$ cat src/rtl/vga_timing_pkg.sv
// Shared VGA timing defaults, derived constants and datapath types for the scanout block.
package vga_timing_pkg;

  localparam int H_VISIBLE   = 640;
  localparam int H_FP        = 16;
  localparam int H_SYNC      = 96;
  localparam int H_BP        = 48;
  localparam int V_VISIBLE   = 480;
  localparam int V_FP        = 10;
  localparam int V_SYNC      = 2;
  localparam int V_BP        = 33;
  localparam int GUARD_LINES = 1;

  localparam int H_TOTAL   = H_VISIBLE + H_FP + H_SYNC + H_BP;
  localparam int V_TOTAL   = V_VISIBLE + V_FP + V_SYNC + V_BP;
  localparam int HS_START  = H_VISIBLE + H_FP;
  localparam int HS_END    = HS_START + H_SYNC - 1;
  localparam int VS_START  = V_VISIBLE + V_FP;
  localparam int VS_END    = VS_START + V_SYNC - 1;
  localparam int FB_PIXELS = H_VISIBLE * V_VISIBLE;

  localparam int CNT_W  = 10;
  localparam int ADDR_W = 19;

  typedef logic [2:0]        color_t;
  typedef logic [CNT_W-1:0]  cnt_t;
  typedef logic [ADDR_W-1:0] addr_t;

endpackage

$ cat src/rtl/vga_scanout_if.sv
// Renderer stream plus external dual-port frame buffer bus; master is the scanout block.
interface vga_scanout_if;
  import vga_timing_pkg::color_t;
  import vga_timing_pkg::addr_t;

  color_t color;
  addr_t  pixel_address;
  logic   VGA_ready;
  logic   fb_wr_en;
  addr_t  fb_wr_addr;
  color_t fb_wr_data;
  addr_t  fb_rd_addr;
  color_t fb_rd_data;

  modport master (
    input  color, pixel_address, fb_rd_data,
    output VGA_ready, fb_wr_en, fb_wr_addr, fb_wr_data, fb_rd_addr
  );

  modport slave (
    output color, pixel_address, fb_rd_data,
    input  VGA_ready, fb_wr_en, fb_wr_addr, fb_wr_data, fb_rd_addr
  );
endinterface

$ cat src/rtl/vga_timing_gen.sv
// Pixel-enable divider and h/v raster counters with stage-0 sync/active decode.
module vga_timing_gen
  import vga_timing_pkg::cnt_t;
#(
  parameter int H_VISIBLE = vga_timing_pkg::H_VISIBLE,
  parameter int H_FP      = vga_timing_pkg::H_FP,
  parameter int H_SYNC    = vga_timing_pkg::H_SYNC,
  parameter int H_BP      = vga_timing_pkg::H_BP,
  parameter int V_VISIBLE = vga_timing_pkg::V_VISIBLE,
  parameter int V_FP      = vga_timing_pkg::V_FP,
  parameter int V_SYNC    = vga_timing_pkg::V_SYNC,
  parameter int V_BP      = vga_timing_pkg::V_BP
) (
  input  logic clk,
  input  logic rst,
  output logic pix_en,
  output cnt_t h_cnt,
  output cnt_t v_cnt,
  output logic hs_raw,
  output logic vs_raw,
  output logic active,
  output logic frame_wrap
);

  localparam int H_TOTAL  = H_VISIBLE + H_FP + H_SYNC + H_BP;
  localparam int V_TOTAL  = V_VISIBLE + V_FP + V_SYNC + V_BP;
  localparam int HS_START = H_VISIBLE + H_FP;
  localparam int HS_END   = HS_START + H_SYNC - 1;
  localparam int VS_START = V_VISIBLE + V_FP;
  localparam int VS_END   = VS_START + V_SYNC - 1;

  logic pix_en_d, pix_en_q;
  cnt_t h_cnt_d, h_cnt_q;
  cnt_t v_cnt_d, v_cnt_q;
  logic h_last, v_last;

  always_comb begin
    h_last   = (h_cnt_q == cnt_t'(H_TOTAL - 1));
    v_last   = (v_cnt_q == cnt_t'(V_TOTAL - 1));
    pix_en_d = ~pix_en_q;
    h_cnt_d  = h_cnt_q;
    v_cnt_d  = v_cnt_q;
    if (pix_en_q) begin
      h_cnt_d = h_last ? '0 : h_cnt_q + cnt_t'(1);
      if (h_last)
        v_cnt_d = v_last ? '0 : v_cnt_q + cnt_t'(1);
    end
  end

  always_ff @(posedge clk) begin
    if (rst) begin
      pix_en_q <= 1'b0;
      h_cnt_q  <= '0;
      v_cnt_q  <= '0;
    end else begin
      pix_en_q <= pix_en_d;
      h_cnt_q  <= h_cnt_d;
      v_cnt_q  <= v_cnt_d;
    end
  end

  assign pix_en     = pix_en_q;
  assign h_cnt      = h_cnt_q;
  assign v_cnt      = v_cnt_q;
  assign hs_raw     = (h_cnt_q >= cnt_t'(HS_START)) && (h_cnt_q <= cnt_t'(HS_END));
  assign vs_raw     = (v_cnt_q >= cnt_t'(VS_START)) && (v_cnt_q <= cnt_t'(VS_END));
  assign active     = (h_cnt_q < cnt_t'(H_VISIBLE)) && (v_cnt_q < cnt_t'(V_VISIBLE));
  // True on the tick that takes the raster from the last pixel back to (0,0).
  assign frame_wrap = pix_en_q && h_last && v_last;

endmodule

$ cat src/rtl/vga_scanout.sv
// VGA scanout: read pipeline, vblank-gated frame buffer write path and registered VGA outputs.
module vga_scanout
  import vga_timing_pkg::color_t;
  import vga_timing_pkg::cnt_t;
  import vga_timing_pkg::addr_t;
#(
  parameter int H_VISIBLE   = vga_timing_pkg::H_VISIBLE,
  parameter int H_FP        = vga_timing_pkg::H_FP,
  parameter int H_SYNC      = vga_timing_pkg::H_SYNC,
  parameter int H_BP        = vga_timing_pkg::H_BP,
  parameter int V_VISIBLE   = vga_timing_pkg::V_VISIBLE,
  parameter int V_FP        = vga_timing_pkg::V_FP,
  parameter int V_SYNC      = vga_timing_pkg::V_SYNC,
  parameter int V_BP        = vga_timing_pkg::V_BP,
  parameter int GUARD_LINES = vga_timing_pkg::GUARD_LINES
) (
  input  logic          clk,
  input  logic          rst,
  vga_scanout_if.master bus,
  output logic          vga_hsync,
  output logic          vga_vsync,
  output logic          vga_red,
  output logic          vga_green,
  output logic          vga_blue,
  output logic          frame_start
);

  localparam int V_TOTAL   = V_VISIBLE + V_FP + V_SYNC + V_BP;
  localparam int WIN_FIRST = V_VISIBLE;
  localparam int WIN_LAST  = V_TOTAL - 1 - GUARD_LINES;
  localparam int FB_PIXELS = H_VISIBLE * V_VISIBLE;

  logic pix_en, hs_raw, vs_raw, active, frame_wrap;
  cnt_t h_cnt, v_cnt;

  vga_timing_gen #(
    .H_VISIBLE (H_VISIBLE),
    .H_FP      (H_FP),
    .H_SYNC    (H_SYNC),
    .H_BP      (H_BP),
    .V_VISIBLE (V_VISIBLE),
    .V_FP      (V_FP),
    .V_SYNC    (V_SYNC),
    .V_BP      (V_BP)
  ) u_tg (
    .clk        (clk),
    .rst        (rst),
    .pix_en     (pix_en),
    .h_cnt      (h_cnt),
    .v_cnt      (v_cnt),
    .hs_raw     (hs_raw),
    .vs_raw     (vs_raw),
    .active     (active),
    .frame_wrap (frame_wrap)
  );

  // y*640 as two shifts at the native width; generic multiply for other geometries.
  addr_t rd_addr_calc;
  generate
    if (H_VISIBLE == 640) begin : g_shift
      assign rd_addr_calc = (addr_t'(v_cnt) << 9) + (addr_t'(v_cnt) << 7) + addr_t'(h_cnt);
    end else begin : g_mul
      assign rd_addr_calc = addr_t'(v_cnt) * addr_t'(H_VISIBLE) + addr_t'(h_cnt);
    end
  endgenerate

  // Stage 1 registers flags alongside the read address; the output
  // register then meets the RAM data one tick later (second delay).
  addr_t  rd_addr_d,  rd_addr_q;
  logic   hs_d1_d,    hs_d1_q;
  logic   vs_d1_d,    vs_d1_q;
  logic   act_d1_d,   act_d1_q;
  logic   hsync_d,    hsync_q;
  logic   vsync_d,    vsync_q;
  color_t rgb_d,      rgb_q;
  logic   ready_d,    ready_q;
  logic   wr_en_d,    wr_en_q;
  addr_t  wr_addr_d,  wr_addr_q;
  color_t wr_data_d,  wr_data_q;
  logic   fstart_d,   fstart_q;

  always_comb begin
    rd_addr_d = rd_addr_q;
    hs_d1_d   = hs_d1_q;
    vs_d1_d   = vs_d1_q;
    act_d1_d  = act_d1_q;
    hsync_d   = hsync_q;
    vsync_d   = vsync_q;
    rgb_d     = rgb_q;
    if (pix_en) begin
      rd_addr_d = rd_addr_calc;
      hs_d1_d   = hs_raw;
      vs_d1_d   = vs_raw;
      act_d1_d  = active;
      hsync_d   = ~hs_d1_q;
      vsync_d   = ~vs_d1_q;
      rgb_d     = act_d1_q ? bus.fb_rd_data : '0;
    end
    // Write window lives entirely in vertical blanking, so reads never collide.
    ready_d   = (v_cnt >= cnt_t'(WIN_FIRST)) && (v_cnt <= cnt_t'(WIN_LAST));
    wr_en_d   = ready_q && (bus.pixel_address < addr_t'(FB_PIXELS));
    wr_addr_d = bus.pixel_address;
    wr_data_d = bus.color;
    fstart_d  = frame_wrap;
  end

  always_ff @(posedge clk) begin
    if (rst) begin
      rd_addr_q <= '0;
      hs_d1_q   <= 1'b0;
      vs_d1_q   <= 1'b0;
      act_d1_q  <= 1'b0;
      hsync_q   <= 1'b1;
      vsync_q   <= 1'b1;
      rgb_q     <= '0;
      ready_q   <= 1'b0;
      wr_en_q   <= 1'b0;
      wr_addr_q <= '0;
      wr_data_q <= '0;
      fstart_q  <= 1'b0;
    end else begin
      rd_addr_q <= rd_addr_d;
      hs_d1_q   <= hs_d1_d;
      vs_d1_q   <= vs_d1_d;
      act_d1_q  <= act_d1_d;
      hsync_q   <= hsync_d;
      vsync_q   <= vsync_d;
      rgb_q     <= rgb_d;
      ready_q   <= ready_d;
      wr_en_q   <= wr_en_d;
      wr_addr_q <= wr_addr_d;
      wr_data_q <= wr_data_d;
      fstart_q  <= fstart_d;
    end
  end

  assign bus.VGA_ready  = ready_q;
  assign bus.fb_wr_en   = wr_en_q;
  assign bus.fb_wr_addr = wr_addr_q;
  assign bus.fb_wr_data = wr_data_q;
  assign bus.fb_rd_addr = rd_addr_q;
  assign vga_hsync      = hsync_q;
  assign vga_vsync      = vsync_q;
  assign vga_red        = rgb_q[2];
  assign vga_green      = rgb_q[1];
  assign vga_blue       = rgb_q[0];
  assign frame_start    = fstart_q;

endmodule

$ cat src/flat_wrapper.sv
// flat-port wrapper written by rule: the top's interface ports become plain ports
module vga_scanout_flat import vga_timing_pkg::color_t; import vga_timing_pkg::cnt_t; import vga_timing_pkg::addr_t;
#(
  parameter int H_VISIBLE   = vga_timing_pkg::H_VISIBLE,
  parameter int H_FP        = vga_timing_pkg::H_FP,
  parameter int H_SYNC      = vga_timing_pkg::H_SYNC,
  parameter int H_BP        = vga_timing_pkg::H_BP,
  parameter int V_VISIBLE   = vga_timing_pkg::V_VISIBLE,
  parameter int V_FP        = vga_timing_pkg::V_FP,
  parameter int V_SYNC      = vga_timing_pkg::V_SYNC,
  parameter int V_BP        = vga_timing_pkg::V_BP,
  parameter int GUARD_LINES = vga_timing_pkg::GUARD_LINES
)
  (clk, rst, vga_hsync, vga_vsync, vga_red, vga_green, vga_blue, frame_start, bus_color, bus_pixel_address, bus_fb_rd_data, bus_VGA_ready, bus_fb_wr_en, bus_fb_wr_addr, bus_fb_wr_data, bus_fb_rd_addr);
  vga_scanout_if bus_i ();
  input  logic clk;
  input  logic rst;
  output logic vga_hsync;
  output logic vga_vsync;
  output logic vga_red;
  output logic vga_green;
  output logic vga_blue;
  output logic frame_start;
  input wire logic [$bits(bus_i.color)-1:0] bus_color;
  input wire logic [$bits(bus_i.pixel_address)-1:0] bus_pixel_address;
  input wire logic [$bits(bus_i.fb_rd_data)-1:0] bus_fb_rd_data;
  output wire logic [$bits(bus_i.VGA_ready)-1:0] bus_VGA_ready;
  output wire logic [$bits(bus_i.fb_wr_en)-1:0] bus_fb_wr_en;
  output wire logic [$bits(bus_i.fb_wr_addr)-1:0] bus_fb_wr_addr;
  output wire logic [$bits(bus_i.fb_wr_data)-1:0] bus_fb_wr_data;
  output wire logic [$bits(bus_i.fb_rd_addr)-1:0] bus_fb_rd_addr;
  assign bus_i.color = bus_color;
  assign bus_i.pixel_address = bus_pixel_address;
  assign bus_i.fb_rd_data = bus_fb_rd_data;
  assign bus_VGA_ready = bus_i.VGA_ready;
  assign bus_fb_wr_en = bus_i.fb_wr_en;
  assign bus_fb_wr_addr = bus_i.fb_wr_addr;
  assign bus_fb_wr_data = bus_i.fb_wr_data;
  assign bus_fb_rd_addr = bus_i.fb_rd_addr;
  vga_scanout #(.H_VISIBLE(H_VISIBLE), .H_FP(H_FP), .H_SYNC(H_SYNC), .H_BP(H_BP), .V_VISIBLE(V_VISIBLE), .V_FP(V_FP), .V_SYNC(V_SYNC), .V_BP(V_BP), .GUARD_LINES(GUARD_LINES)) u_core (.clk(clk), .rst(rst), .bus(bus_i), .vga_hsync(vga_hsync), .vga_vsync(vga_vsync), .vga_red(vga_red), .vga_green(vga_green), .vga_blue(vga_blue), .frame_start(frame_start));
endmodule
$ cat config.mk
export PLATFORM = sky130hd
export DESIGN_NAME = vga_scanout_flat
export DESIGN_NICKNAME = d
export VERILOG_FILES = /design/src/rtl/vga_timing_pkg.sv /design/src/rtl/vga_scanout_if.sv /design/src/rtl/vga_timing_gen.sv /design/src/rtl/vga_scanout.sv /design/src/flat_wrapper.sv
export SDC_FILE = /design/constraint.sdc
export NUM_CORES = 1
export LEC_CHECK = 0
export ABC_AREA = 1
export BUFFER_PORTS_ARGS = -buffer_cell sky130_fd_sc_hd__buf_2
export CAP_MARGIN = 20
export CORE_MARGIN = 4
export CORE_UTILIZATION = 40
export CTS_BUF_LIST = sky130_fd_sc_hd__clkbuf_8
export CTS_CLUSTER_DIAMETER = 80
export DETAILED_ROUTE_END_ITERATION = 6
export GPL_TIMING_DRIVEN = 0
export HOLD_SLACK_MARGIN = 0.05
export SLEW_MARGIN = 20
export SYNTH_ARGS = -nofsm -noshare
export SYNTH_HDL_FRONTEND = slang
export SYNTH_SLANG_ARGS = --single-unit
$ cat constraint.sdc
create_clock -name clk -period 3.19 [get_ports clk]
set_input_delay 0.4785 -clock clk [delete_from_list [all_inputs] [get_ports clk]]
set_output_delay 0.4785 -clock clk [all_outputs]
set_load 0.01 [all_outputs]
==> flow_summary_export.csv, run 1 <==
group,metric,value,unit
worst_setup_path,reg2reg_slack,600,ps
cts,root_buffer,"clkbuf_8",
drt,num_vias,2984,
synth,syn_nets,489,
synth,synth_seq_cells,73,
power,p_clk_share,39.7,%
cts,ctsResizeCount,0,
power,ir_drop,214,uV
cts,numCtsBuffers,9,
cts,htree_levels,3,
worst_setup_path,reg2reg_from,"u_core.u_tg.v_cnt[0]",
floorplanning,coreArea,8180,um2
min_path,hold_depth,3,
power,p_sw_share,26.4,%
min_path,min_from,"bus_pixel_address[11]",
min_path,holdPathEnd,"u_core.bus.fb_wr_addr[11]",
worst_setup_path,critical_path_required,3470,ps
floorplanning,fp.dieW,99.5,um
floorplanning,rows,33,
run_status,status,"finished clean",
timing,fin_skew,12.4,ps
synth,yosys.cell_types.count,31,
timing,fin_setup_tns,0,ps
worst_setup_path,max_stage_delay,560,ps
timing,timing.final.crit_share,81.3,%
drt,drt_first_iter_violations,93,
timing,worstMarginPinSlew,444,ps
grt,busiest_layer,"met2",
worst_setup_path,cp_max_fo,7,
cts,clk-insertion-delay-late,350,ps
grt,grt.total_usage,15.8,%
power,pwr-share-comb,5.8,%
drt,wl_per_cell,12.0,um
timing,drv_slew,0,
placement,gp_congestion,0.903,
cts,clkTransAtPathRegs,90,ps
timing,finalHoldViolCount,0,
power,power_density,427,nW/um2
worst_setup_path,arrival,2870,ps
finish,instances_no_fill,631,
grt,use_met1,21.1,%
grt,grt_start_max_net_pins,16,
cts,cts_tree,"done",
power,intPower,1270,uW
floorplanning,start_util,41.0,%
grt,first_global_vias,2806,
drt,ant_nets,0,
timing,hold_ws,321,ps
worst_setup_path,critical_path_class,"reg2reg",
worst_setup_path,crit_path_start,"u_core.u_tg.v_cnt[0]",
grt,use_met3,4.14,%
synth,yosysWarningCount,0,
placement,hpwlAfterDp,5880,um
drt,vias_per_cell,4.73,
power,p_seq_share,54.6,%
power,p_leak,0.00201,uW
synth,synth_flop_cell,"dfxtp_1",
synth,avgSynthCellArea,7.69,um2
timing,min_period,2590,ps
min_path,hp-class,"in2reg",
cts,cts.sinks,73,
timing,setup-violations-final,0,
run,cap_viol_max_count,0,
worst_setup_path,crit_path_start_kind,"register",
synth,syn-cell-area,3350,um2
grt,gr-total-overflow,0,
worst_setup_path,critPathBufInv,2,
worst_setup_path,cp_top_family,"adder cells",
drt,routed_wirelength,7560,um
floorplanning,io_pins,76,
synth,synth_seq_area_share,43.6,%
finish,drive_gt1_share,20.9,%
worst_setup_path,reg2regPathDepth,11,
placement,post-place-cells,615,
timing,rsz0062_at_grt,"no",
finish,nets,574,
cts,ctsLongestPathBuffers,2,
worst_setup_path,cp_common_cell,"nand2_1",
floorplanning,die_h,99.5,um
drt,drc,0,
timing,fmax,386,MHz
finish,fin_util,49.4,%
worst_setup_path,slowest_stage,"fa_1",
cts,hold_buffers,0,
power,p_sw,454,uW
floorplanning,die_area,9910,um2
grt,antenna_found_initial,0,
worst_setup_path,cp-end-kind,"register",
grt,use_met2,24.1,%
worst_setup_path,crit_chain,"inv_1 > fa_1 > inv_1 > fa_1 > nand2_1 > nand3_1 > nand2_1 > o21ai_0 > nand2_1 > nand2_1 > o21ai_0",
drt,drt_first_pass_iters,4,
finish,area_growth,20.5,%
timing,slew_headroom,70.4,%
cts,cts_setup_buffers,0,
synth,synth_edf_count,0,
synth,synthArstFlopShare,0,%
grt,grt_pass1_wl,12600,um
placement,port-buffer-count,74,
finish,diodes,0,
worst_setup_path,reg2reg_to,"u_core.bus.fb_rd_addr[14]",
synth,syn_inst,436,
[cells in the mapped netlist (2+ instances only)]
cell type,n,share of area (%)
xnor2_1,3,0.78
nor2_1,63,7.1
inv_2,4,0.45
buf_4,2,0.45
buf_1,3,0.34
nor4_1,3,0.56
a22o_1,5,1.3
a32o_1,3,0.90
nand3_1,14,2.1
o21ai_0,25,3.7
nand4_1,10,1.9
nand2_2,4,0.75
buf_2,3,0.45
fa_1,2,1.2
nor3_1,3,0.45
a21oi_1,22,3.3
inv_1,54,6.0
nand2_1,96,11
nor2_2,4,0.75
nor3b_1,2,0.45
ha_1,24,9.0
xor2_1,6,1.6
dfxtp_1,73,44
[power groups by stage]
stage	Combinational, uW	Clock, uW	Sequential (uW)
2_1_floorplan	44.9	0	970
3_3_place_gp	101	0	960
3_5_place_dp	101	0	961
4_1_cts	102	704	940
5_1_grt	113	748	942
6_report	99.4	683	939
[layout by cell type (no fill, tap or decap)]
cell type,instances
nand3_1,14
xnor2_1,3
clkinvlp_4,2
nor3_1,3
inv_1,54
a21oi_1,22
nand4_1,10
o211ai_1,1
buf_6,1
o21ai_1,1
clkbuf_1,1
nor2_2,4
nor2_1,63
fa_1,2
a22o_1,5
o21ai_0,25
inv_8,1
nor4_1,3
clkinv_4,1
dfxtp_1,73
a21o_1,1
a32o_1,3
xor2_1,6
clkbuf_8,9
o21bai_1,1
nand3b_4,1
inv_6,3
buf_1,3
inv_2,4
nand2_2,4
nor3b_1,2
buf_4,2
buf_2,77
nand2_1,96
nor2_4,1
ha_1,24
[metal layers]
| metal | wire length [um] | share of wire [%] |
|---|---|---|
| met5 | 0 | 0 |
| met4 | 149 | 2.0 |
| met3 | 496 | 6.6 |
| met2 | 3320 | 44 |
| met1 | 3600 | 48 |
[layout make-up]
class | count | area, um2
clock buffer | 9 | 124
timing repair buffer | 74 | 370
fill | 822 | 4140
sequential | 73 | 1460
tap | 105 | 131
inverter | 58 | 218
buffer | 10 | 56.3
clock inverter | 7 | 61.3
multi-input combinational | 295 | 1620
[worst max-delay path by stage]
stage	to	slack, ps	cells past startpoint
global placement	u_core.bus.fb_rd_addr[12]	670	9
floorplan	u_core.bus.fb_rd_addr[16]	970	13
finish	u_core.bus.fb_rd_addr[14]	600	11
CTS	u_core.bus.fb_rd_addr[14]	630	11
global route	u_core.bus.fb_rd_addr[16]	380	13
detailed placement	u_core.bus.fb_rd_addr[14]	650	11
[logic make-up after synthesis]
| group | share of synthesized area (%) |
|---|---|
| AND/OR/NAND/NOR | 25.7 |
| XOR/XNOR | 2.35 |
| buffers and inverters | 8.18 |
| adder cells (fa/ha/maj) | 10.2 |
| AO/OA/AOI/OAI | 10.0 |
| flip-flops | 43.6 |
[stage by stage]
step,cell area (um2),worst slack [ps],total power [uW]
after floorplan,3350,973,1010
after global placement,3850,666,1060
after detailed placement,3850,646,1060
after CTS,4040,634,1750
after global routing,4040,377,1800
final,4040,597,1720
[tightest hold or removal path: stages]
cell    delay [ps]
buf_2           90
inv_1           40
nor2_1          30
[registers in the layout, indices dropped and copies added, names as in the netlist, 3 cells and up]
name and flops:
u_core.bus.fb_rd_addr 19, u_core.bus.fb_wr_addr 19, u_core.bus.fb_wr_data 3, u_core.rgb_q 3
u_core.u_tg.h_cnt 10, u_core.u_tg.v_cnt 10
(Power assumes the default switching activity.)
==> run 2, diff against run 1 <==
ABC_AREA = 0   (was 1)
clock period = 2.3 ns   (was 3.19 ns; I/O delays follow)
==> flow_summary_export.csv, run 2 <==
group,metric,value,unit
run_status,status,"finished with violations",
run_status,violations,"negative setup slack",
timing,setup-violations-final,1,
cts,cts_tree,"done",
synth,yosys.cell_types.count,47,
timing,fin_ws,-21.8,ps
synth,syn-cell-area,3320,um2
timing,slew_headroom,51.3,%
power,p_leak,0.00184,uW
run,cap_viol_max_count,0,
finish,area_growth,25.5,%
synth,synth.most_common_cell,"dfxtp_1",
timing,finalHoldViolCount,0,
power,power_density,614,nW/um2
drt,routed_wirelength,7820,um
timing,fmax,431,MHz
cts,htree_levels,3,
worst_setup_path,critical_path_required,2520,ps
floorplanning,die_area,9820,um2
synth,yosys.area.top_type,"dfxtp_1",
finish,nets,496,
synth,syn_nets,404,
min_path,hold_depth,2,
drt,num_vias,2805,
drt,vias_per_cell,5.10,
synth,synth_edf_count,0,
finish,seqCellArea,1480,um2
synth,synth_seq_area_share,44.0,%
timing,hold_ws,204,ps
drt,drt_first_iter_violations,87,
floorplanning,fp.dieW,99.1,um
grt,grt_start_max_net_pins,14,
placement,hpwlAfterDp,5590,um
min_path,holdPathEnd,"u_core.bus.fb_wr_addr[2]",
worst_setup_path,reg2reg_from,"u_core.u_tg.h_cnt[9]",
synth,synth_flop_cell,"dfxtp_1",
power,ir_drop,303,uV
synth,avgSynthCellArea,9.46,um2
placement,preCtsSetupSlack,-178,ps
finish,layout_commonest_cell,"buf_2",
worst_setup_path,reg2regPathDepth,8,
placement,post-place-cells,528,
worst_setup_path,cp-end-kind,"register",
placement,port-buffer-count,75,
cts,cts.sinks,73,
drt,drt_first_pass_iters,4,
cts,clkTransAtPathRegs,80,ps
synth,yosysWarningCount,0,
finish,multi_input_area,1800,um2
min_path,min_from,"bus_pixel_address[2]",
cts,clk-insertion-delay-late,340,ps
finish,instances_no_fill,550,
drt,wl_per_cell,14.2,um
worst_setup_path,arrival,2540,ps
finish,diodes,0,
worst_setup_path,crit_chain,"inv_2 > fa_1 > inv_2 > ha_4 > a21o_4 > a221oi_4 > nor3_1 > or3b_4",
timing,timing.final.crit_share,101,%
grt,gr-total-overflow,0,
synth,synth_common_cells,"dfxtp_1, nor2_1, ha_1, nor2b_1, a21oi_1",
floorplanning,die_h,99.1,um
grt,antenna_found_initial,0,
synth,synth_top_area_share,44.0,%
timing,drv_slew,0,
synth,syn_inst,351,
grt,first_global_vias,2755,
finish,layout_common_cells,"buf_2, dfxtp_1, nor2_1",
floorplanning,rows,32,
drt,drc,0,
synth,synth_area_leaders,"dfxtp_1, ha_1, nor2b_1",
timing,rsz0062_at_grt,"yes",
worst_setup_path,cp_common_cell,"inv_2",
placement,gp_congestion,0.801,
timing,fin_skew,8.66,ps
worst_setup_path,critical_path_class,"reg2reg",
grt,grt_pass1_wl,13100,um
synth,synth_seq_cells,73,
worst_setup_path,reg2reg_to,"u_core.bus.fb_rd_addr[17]",
cts,ctsLongestPathBuffers,2,
cts,root_buffer,"clkbuf_8",
finish,stdcell_area,4170,um2
floorplanning,start_util,42.1,%
worst_setup_path,crit_path_start_kind,"register",
worst_setup_path,max_stage_delay,550,ps
timing,min_period,2320,ps
placement,placed_cell_area,3840,um2
worst_setup_path,cp_max_fo,3,
floorplanning,coreArea,7890,um2
worst_setup_path,reg2reg_slack,-20,ps
floorplanning,io_pins,76,
cts,numCtsBuffers,9,
grt,grt.total_usage,16.5,%
worst_setup_path,slowest_stage,"fa_1",
synth,synthArstFlopShare,0,%
timing,worstMarginPinSlew,731,ps
drt,ant_nets,0,
finish,drive_gt1_share,27.9,%
min_path,hp-class,"in2reg",
finish,fillers,748,
[run 2: cell types whose count changed after synthesis, sizes merged, moves of 7 or more]
| cell | before | now |
|---|---|---|
| nand2 | 100 | 19 |
| inv | 58 | 12 |
| nor2 | 68 | 30 |
| nor2b | 0 | 24 |
| o21ai | 26 | 11 |
| mux2i | 0 | 12 |
| clkbuf | 1 | 12 |
| nand2b | 0 | 10 |
| o31ai | 0 | 7 |
[run 2: logic make-up after synthesis]
family                   count (synthesis)  share of synthesized area (%)
flip-flops                              73                           44.0
multiplexers                            12                           3.62
AND/OR/NAND/NOR                        137                           22.8
XOR/XNOR                                14                           3.69
adder cells (fa/ha/maj)                 26                           10.3
buffers and inverters                   27                           3.51
AO/OA/AOI/OAI                           62                           12.1
[run 2: through the flow]
stage	setup TNS, ps	total power (uW)	util [%]
final	-21.8	2560	52.8
after global routing	-136	2670	52.8
after CTS	0	2600	52.5
after global placement	-503	1490	48.7
after detailed placement	-509	1490	48.7
after floorplan	0	1420	-
[run 2: metal layers]
metal | part of all wire, % | track usage (%) | wire (um)
met1 | 46 | 21.6 | 3640
met2 | 45 | 25.8 | 3540
met3 | 6.2 | 3.72 | 482
met4 | 2.1 | 7.88 | 163
met5 | 0 | 0 | 0
[run 2: worst max path at each step]
stage	startpoint	to	slack, ps	depth (start not counted)
floorplan	u_core.u_tg.h_cnt[9]	u_core.bus.fb_rd_addr[16]	30	8
CTS	u_core.u_tg.h_cnt[9]	u_core.bus.fb_rd_addr[18]	9	8
detailed placement	u_core.u_tg.v_cnt[2]	u_core.bus.fb_rd_addr[16]	-180	8
global placement	u_core.u_tg.h_cnt[9]	u_core.bus.fb_rd_addr[16]	-180	8
finish	u_core.u_tg.h_cnt[9]	u_core.bus.fb_rd_addr[17]	-20	8
global route	u_core.u_tg.h_cnt[9]	u_core.bus.fb_rd_addr[18]	-70	8
[run 2: final cells by class]
type / count / area share (%)
clock inverters: 7 / 2.25
clock buffers: 9 / 2.97
multi-input cells: 251 / 43.1
repair buffers: 83 / 10.5
plain buffers: 13 / 1.53
well taps: 102 / 3.06
inverters: 12 / 1.08
flip-flops and latches: 73 / 35.6
[run 2: what timing repair did]
action / in CTS / in global routing
setup endpoints to repair: 6 / 7
setup buffers: 7 / 1
resized for setup: 10 / 8
hold buffers: 0 / 0
cloned: 0 / 0
pin swaps: 3 / 8
[run 2: critical path: cells and delay by family (launching register included)]
kind            cells  cell delay, ps
flops               1             350
compound gates      2             530
fa+ha+maj           2             760
simple gates        2             470
buf+inv             2             100
[run 2: where the power goes]
part	internal (uW)	leakage (uW)	total, uW	switching [uW]
combinational	65.4	0.00113	152	86.7
sequential	1290	0.000601	1300	13.7
clock	611	0.000111	1100	494
==> run 3, diff against run 2 <==
==> constraint.sdc (replaced) <==
create_clock -name clk -period 2.3 [get_ports clk]
set_input_delay 0 -clock clk [delete_from_list [all_inputs] [get_ports clk]]
set_output_delay 0 -clock clk [all_outputs]
set_load 0.01 [all_outputs]
==> flow_summary_export.csv, run 3 (same netlist as run 2, synthesis figures left out) <==
group,metric,value,unit
floorplanning,die_area,9820,um2
cts,htree_levels,3,
placement,post-place-cells,528,
timing,hold_ws,394,ps
timing,fin_ws,-4.70,ps
drt,drt_first_iter_violations,99,
cts,ctsLongestPathBuffers,2,
drt,vias_per_cell,5.05,
timing,fin_skew,7.16,ps
finish,layout_common_cells,"buf_2, dfxtp_1, nor2_1",
placement,gp_congestion,0.801,
grt,grt.total_usage,17.7,%
worst_setup_path,arrival,2570,ps
grt,use_met3,3.30,%
finish,fillers,712,
worst_setup_path,cp-end-kind,"register",
run_status,status,"finished with violations",
floorplanning,io_pins,76,
finish,nets,522,
drt,num_vias,2907,
worst_setup_path,reg2reg_slack,-5,ps
timing,worstMarginPinSlew,726,ps
worst_setup_path,crit_path_start,"u_core.u_tg.h_cnt[9]",
worst_setup_path,cp_max_fo,5,
run_status,violations,"negative setup slack",
grt,grt_pass1_wl,14100,um
grt,use_met2,28.5,%
grt,antenna_found_initial,0,
drt,routed_wirelength,8360,um
drt,drt_first_pass_iters,4,
floorplanning,coreArea,7890,um2
cts,root_buffer,"clkbuf_8",
finish,diodes,0,
power,p_leak,0.00194,uW
cts,cts.sinks,73,
finish,multi_input_area,1820,um2
placement,hpwlAfterDp,5590,um
drt,drc,0,
timing,drv_slew,0,
timing,rsz0062_at_grt,"yes",
worst_setup_path,reg2reg_to,"u_core.bus.fb_rd_addr[16]",
cts,numCtsBuffers,9,
timing,slew_headroom,51.6,%
power,power_density,583,nW/um2
timing,setup-violations-final,1,
worst_setup_path,crit_path_start_kind,"register",
cts,clkTransAtPathRegs,80,ps
floorplanning,start_util,42.1,%
grt,first_global_vias,2867,
timing,fmax,434,MHz
grt,busiest_layer,"met2",
worst_setup_path,reg2reg_from,"u_core.u_tg.h_cnt[9]",
grt,gr-total-overflow,0,
timing,fin_setup_tns,-4.70,ps
floorplanning,fp.dieW,99.1,um
placement,port-buffer-count,75,
worst_setup_path,critical_path_class,"reg2reg",
worst_setup_path,endpoint,"u_core.bus.fb_rd_addr[16]",
min_path,hp-class,"in2reg",
finish,instances_no_fill,576,
worst_setup_path,critical_path_required,2560,ps
grt,use_met1,23.2,%
finish,layout_commonest_cell,"buf_2",
cts,cts_tree,"done",
floorplanning,die_h,99.1,um
drt,wl_per_cell,14.5,um
finish,area_growth,34.1,%
timing,finalHoldViolCount,0,
worst_setup_path,reg2regPathDepth,8,
cts,clk-insertion-delay-late,340,ps
run,cap_viol_max_count,0,
power,power,2600,uW
floorplanning,rows,32,
drt,ant_nets,0,
finish,seqCellArea,1480,um2
timing,timing.final.crit_share,100,%
finish,drive_gt1_share,26.8,%
power,ir_drop,304,uV
grt,grt_start_max_net_pins,14,
timing,min_period,2300,ps
[run 3: cell types whose count changed in the layout (fill, tap and decap cells not counted), sizes merged]
cell	delta
dlygate4sd3	+26
[run 3: worst min-delay path by stage]
stage | startpoint | to | slack, ps | depth (start not counted)
after CTS | bus_pixel_address[11] | u_core.bus.fb_wr_addr[11] | 380 | 3
after detailed placement | bus_pixel_address[2] | u_core.bus.fb_wr_addr[2] | 220 | 2
after floorplan | bus_pixel_address[0] | u_core.bus.fb_wr_addr[0] | 130 | 1
after global placement | bus_pixel_address[11] | u_core.bus.fb_wr_addr[11] | 210 | 2
after global routing | bus_pixel_address[0] | u_core.bus.fb_wr_addr[0] | 420 | 3
final | bus_pixel_address[0] | u_core.bus.fb_wr_addr[0] | 390 | 3
[run 3: routing by layer]
layer  wire length, um  part of all wire (%)  up-vias
li1                  -                     -     1488
met1              3860                    46     1337
met2              3930                    47       72
met5                 0                     0        -
met3               409                   4.9       10
met4               153                   1.8        0
[run 3: what timing repair did]
action	4_1_cts	5_1_grt
hold buffers	26	0
hold endpoints to repair	29	0
pin swaps	3	7
setup endpoints to repair	6	7
buffers inserted	7	1
resized for setup	10	11
cloned	0	0
[run 3: stage by stage]
step,instance area [um2],worst slack [ps],util [%]
after floorplan,3330,31.7,-
after global placement,3840,-185,48.7
after detailed placement,3840,-178,48.7
after CTS,4400,8.95,55.8
after global routing,4450,-93.2,56.4
final,4450,-4.70,56.4
[run 3: power by group]
part | switching [uW] | internal, uW
logic | 94.8 | 94.2
registers | 15.0 | 1290
clock network | 494 | 611
[run 3: final cells by class]
class	instances	area share (%)
flip-flops and latches	73	33.3
repair buffers	109	15.6
multi-input cells	251	40.9
clock inverters	7	2.11
inverters	12	1.01
well taps	102	2.87
plain buffers	13	1.43
clock buffers	9	2.78
[run 3: critical path: stages, from the launching register on]
cell and delay (ps):
dfxtp_4 360, inv_2 40, fa_1 550, inv_2 60, fa_2 380, a21oi_2 150, o211ai_1 230, a311o_1 410
o221ai_1 60
